===== config.mk =====
export PLATFORM = sky130hd
export DESIGN_NAME = reg_file_stream_reader
export DESIGN_NICKNAME = d
export VERILOG_FILES = /design/src/rtl/reg_file_stream_reader.sv
export SDC_FILE = /design/constraint.sdc
export NUM_CORES = 1
export LEC_CHECK = 0
export BUFFER_PORTS_ARGS = -buffer_cell sky130_fd_sc_hd__buf_2
export CAP_MARGIN = 20
export CORE_MARGIN = 3
export CORE_UTILIZATION = 39
export CTS_BUF_LIST = sky130_fd_sc_hd__clkbuf_4
export CTS_CLUSTER_SIZE = 25
export DETAILED_ROUTE_END_ITERATION = 7
export GPL_ROUTABILITY_DRIVEN = 0
export PLACE_DENSITY = 0.78
export SETUP_SLACK_MARGIN = 0.15
export SLEW_MARGIN = 30
export SYNTH_ARGS = -nofsm -noshare
export SYNTH_HDL_FRONTEND = slang
export SYNTH_SLANG_ARGS = --single-unit
export TNS_END_PERCENT = 50

===== constraint.sdc =====
create_clock -name clk_i -period 1.6 [get_ports clk_i]
set_input_delay 0.16 -clock clk_i [delete_from_list [all_inputs] [get_ports clk_i]]
set_output_delay 0.16 -clock clk_i [all_outputs]
set_load 0.02 [all_outputs]

===== src/rtl/reg_file_stream_reader.sv =====
// reg_file_stream_reader: streams a register-file address window on valid/ready; `RF_STREAM_LAST_EN adds data_last_o
module reg_file_stream_reader #(
  parameter int DataWidth    = 32,
  parameter int NumRegs      = 32,
  parameter int NumRegsWidth = $clog2(NumRegs)
) (
  input  logic                    clk_i,
  input  logic                    rst_i,
  input  logic                    start_i,
  input  logic [NumRegsWidth-1:0] base_addr_i,
  input  logic [NumRegsWidth:0]   num_words_i,
  output logic                    busy_o,
  output logic                    done_o,
  output logic [NumRegsWidth-1:0] rf_rd_addr_o,
  input  logic [DataWidth-1:0]    rf_rd_data_i,
  output logic [DataWidth-1:0]    data_o,
  output logic                    data_valid_o,
  input  logic                    data_ready_i
`ifdef RF_STREAM_LAST_EN
  ,
  output logic                    data_last_o
`endif
);
  typedef enum logic [1:0] {IDLE, RUN, DRAIN} state_e;
  state_e                  state_q, state_d;
  logic [NumRegsWidth-1:0] addr_q, addr_d;
  logic [NumRegsWidth:0]   rem_q, rem_d;
  logic [DataWidth-1:0]    data_q, data_d;
  logic                    valid_q, valid_d;
  logic                    done_q, done_d;
  logic                    load;
`ifdef RF_STREAM_LAST_EN
  logic                    last_q, last_d;
`endif
  always_comb begin
    state_d = state_q;
    addr_d  = addr_q;
    rem_d   = rem_q;
    data_d  = data_q;
    valid_d = valid_q;
    done_d  = 1'b0;
`ifdef RF_STREAM_LAST_EN
    last_d  = last_q;
`endif
    load = (state_q == RUN) && (!valid_q || data_ready_i);
    if (state_q == IDLE && start_i) begin
      if (num_words_i == '0) begin
        done_d = 1'b1;
      end else begin
        addr_d  = base_addr_i;
        rem_d   = num_words_i > (NumRegsWidth+1)'(NumRegs) ? (NumRegsWidth+1)'(NumRegs) : num_words_i;
        state_d = RUN;
      end
    end
    if (load) begin
      data_d  = rf_rd_data_i;
      valid_d = 1'b1;
      rem_d   = rem_q - (NumRegsWidth+1)'(1);
      addr_d  = addr_q == NumRegsWidth'(NumRegs - 1) ? '0 : addr_q + 1'b1;
      state_d = rem_q == (NumRegsWidth+1)'(1) ? DRAIN : RUN;
`ifdef RF_STREAM_LAST_EN
      last_d  = rem_q == (NumRegsWidth+1)'(1);
`endif
    end
    if (state_q == DRAIN && valid_q && data_ready_i) begin
      valid_d = 1'b0;
      done_d  = 1'b1;
      state_d = IDLE;
`ifdef RF_STREAM_LAST_EN
      last_d  = 1'b0;
`endif
    end
  end
  always_ff @(posedge clk_i) begin
    if (rst_i) begin
      state_q <= IDLE;
      addr_q  <= '0;
      rem_q   <= '0;
      data_q  <= '0;
      valid_q <= 1'b0;
      done_q  <= 1'b0;
`ifdef RF_STREAM_LAST_EN
      last_q  <= 1'b0;
`endif
    end else begin
      state_q <= state_d;
      addr_q  <= addr_d;
      rem_q   <= rem_d;
      data_q  <= data_d;
      valid_q <= valid_d;
      done_q  <= done_d;
`ifdef RF_STREAM_LAST_EN
      last_q  <= last_d;
`endif
    end
  end
  assign busy_o       = state_q != IDLE;
  assign done_o       = done_q;
  assign rf_rd_addr_o = addr_q;
  assign data_o       = data_q;
  assign data_valid_o = valid_q;
`ifdef RF_STREAM_LAST_EN
  assign data_last_o  = last_q;
`endif
endmodule


==> results.toml <==
[status]
status = "completed"

[final_layout]
drive_gt1_share_pct = 38.1
layout_commonest_cell = "buf_2"
fin_area_um2 = 2710
final_cell_mix = "buf_2 (86), nand2_1 (67), dfxtp_1 (42)"
antenna_cells = 0
nets = 391
fin_util_pct = 56.3
syn_to_final_growth_pct = 36.9

[sta]
layout_min_cycle_time_ps = 1420
setup_tns_ps = 0
setup_viol = 0
timing_hold_violations_final = 0
timing.hold.ws_ps = 20.0
finClkSkew_ps = 7.68
relSlewSlack_pct = 72.7
min_period_over_period_pct = 88.8
maxSlewViolCount = 0
rsz0062_at_grt = "true"
worst_pin_slew_ps = 409
clock.fmax_mhz = 704

[power]
powerDensity_nw_per_um2 = 963
vdd_drop_max_mv = 0.396
power_leakage_nw = 1.20
p_total_w = 0.00261

[synthesis]
synthFlopType = "dfxtp_1"
async_reset_ff_share_pct = 0
ys_seq_area_share_pct = 47.5
synth_top_area_cell = "dfxtp_1"
synth_cell_types = 42
synth_nets = 297
synth-warning-count = 0
synth_area_leaders = "dfxtp_1 (48%), nand2_1 (13%), a21oi_1 (8.6%)"
synth_edf_count = 0
synth_top_area_share_pct = 47.5
netlist_area_um2 = 1980
synth_cells = 246
synth_seq_cells = 47
syn_area_per_cell_um2 = 8.05

[setup_path]
timing.critical_path.mode_cell = "ha_4"
arrival_ps = 1710
critical_path_class = "register to register"
slowest_delay_ps = 380
critPathTopFamily = "simple AND/OR/NAND/NOR gates"
crit_chain = "ha_4 > and3_4 > ha_4 > or3_4 > a31oi_1"
cp_slowest_cell = "dfxtp_4"
path_buf_inv = 0
timing.critical_path.to_type = "register"
startpoint_type = "register"
crit_fanout = 3
critPathRequiredTime_ps = 1890

[clock_tree]
cts_made_buffers = 5
cts_buffer_depth = 2
clockRootBuffer = "clkbuf_4"
clock_latency_ps = 350
clkSinkCount = 47
clk_pin_slew_ps = 130
cts_tree = "yes"
htreeDepth = 2

[global_route]
grt_pass1_wl_mm = 8.52
antenna_found_initial = 0
gr-usage-all-layers_pct = 17.3
grt_max_degree = 29
grt_overflow = 0
grt_pass1_vias = 1933

[detailed_routing]
ant_nets = 0
first_pass_iters = 4
dr.first_iter.drc_count = 53
drc = 0
via_count = 1981
wirelength_mm = 5.13
drt-wirelength-per-cell_um = 12.6
via_per_inst = 4.86

[floorplanning]
start_util_pct = 41.1
die_height_um = 77.3
die_x_um = 77.3
dieArea_um2 = 5970
rows = 25
io_pins = 87
core_um2 = 4820

[flow_run]
max-cap-violations = 0

[placement]
io_buffers = 86
place.detailed.hpwl_mm = 3.80
placedInstanceArea_um2 = 2520

[worst_hold_path]
hold_path.class = "input port to register"
per-stage QoR:
stage          std cells  worst slack, ps
2_1_floorplan        246              149
3_3_place_gp         394             37.2
3_5_place_dp         394            -59.3
4_1_cts              405              145
5_1_grt              408              105
6_report             408              180
flip-flops by register name (all words and copies together), names as in the netlist:
name / flops
done_o: 1
state_q: 2
data_valid_o: 1
rem_q: 6
data_o: 32
rf_rd_addr_o: 5
where the power goes:
| group | internal [W] | switching, W | leakage, nW |
|---|---|---|---|
| logic | 0.000307 | 0.000405 | 0.786 |
| clock network | 0.000181 | 0.000363 | 0.0307 |
| registers | 0.00127 | 0.0000847 | 0.388 |
| total | 0.00176 | 0.000852 | 1.20 |
metal layers:
metal  part of all wire, %  GRT usage (%)  vias up
met4                  0.64           5.34        0
li1                      -              -     1027
met5                     0              0        -
met2                    49           29.4       58
met3                   6.2           5.16        4
met1                    44           20.8      892
cell families (layout without fill, tap and decap cells):
| group | Yosys count | after routing | share of synthesized area, % |
|---|---|---|---|
| compound gates | 52 | 52 | 15.8 |
| xor+xnor | 4 | 4 | 1.77 |
| fa+ha+maj | 4 | 4 | 2.53 |
| buf+inv | 19 | 114 | 4.11 |
| flops | 47 | 47 | 47.5 |
| mux | 2 | 2 | 1.01 |
| simple gates | 118 | 118 | 27.3 |
repair_timing:
item | CTS | global route
hold buffers | 0 | 2
endpoints found under the setup margin | 20 | 28
buffers inserted | 3 | 1
hold endpoints to repair | 0 | 2
pin swaps | 1 | 1
gates resized for setup | 10 | 10
gates cloned | 0 | 0
worst reg2reg max path, stage by stage (launching register included):
cell	delay [ps]
dfxtp_4	380
ha_4	160
and3_4	180
ha_4	160
or3_4	350
a31oi_1	130
area by class of cell:
cell class / instances / area [um^2]
repair buffers: 103 / 576
clock inverters: 2 / 7.51
well taps: 67 / 83.8
flip-flops and latches: 47 / 955
fillers: 508 / 2110
inverters: 3 / 11.3
multi-input cells: 180 / 1030
clock buffers: 6 / 45.0
cell usage after synthesis, types with 2 or more instances:
library cell,number
nand2_1,68
dfxtp_1,47
a21oi_1,34
clkbuf_1,12
nor2_1,11
nand3_1,9
nor3_1,8
a31oi_1,4
ha_1,4
nor4_1,4
inv_1,3
nor3b_1,3
xor2_1,3
and3_1,2
buf_2,2
mux2i_1,2
nand3b_1,2
o211ai_1,2
o21ai_0,2
o31ai_1,2
worst paths after layout:
path                         start              end  slack [ps]  cells after the start
hold reg to reg         data_o[12]       data_o[12]         460                      2
setup reg to reg   rf_rd_addr_o[0]  rf_rd_addr_o[0]         180                      5
setup / recovery   rf_rd_addr_o[0]  rf_rd_addr_o[0]         180                      5
hold / removal    rf_rd_data_i[23]       data_o[23]          20                      3
(Power assumes the default switching activity.)
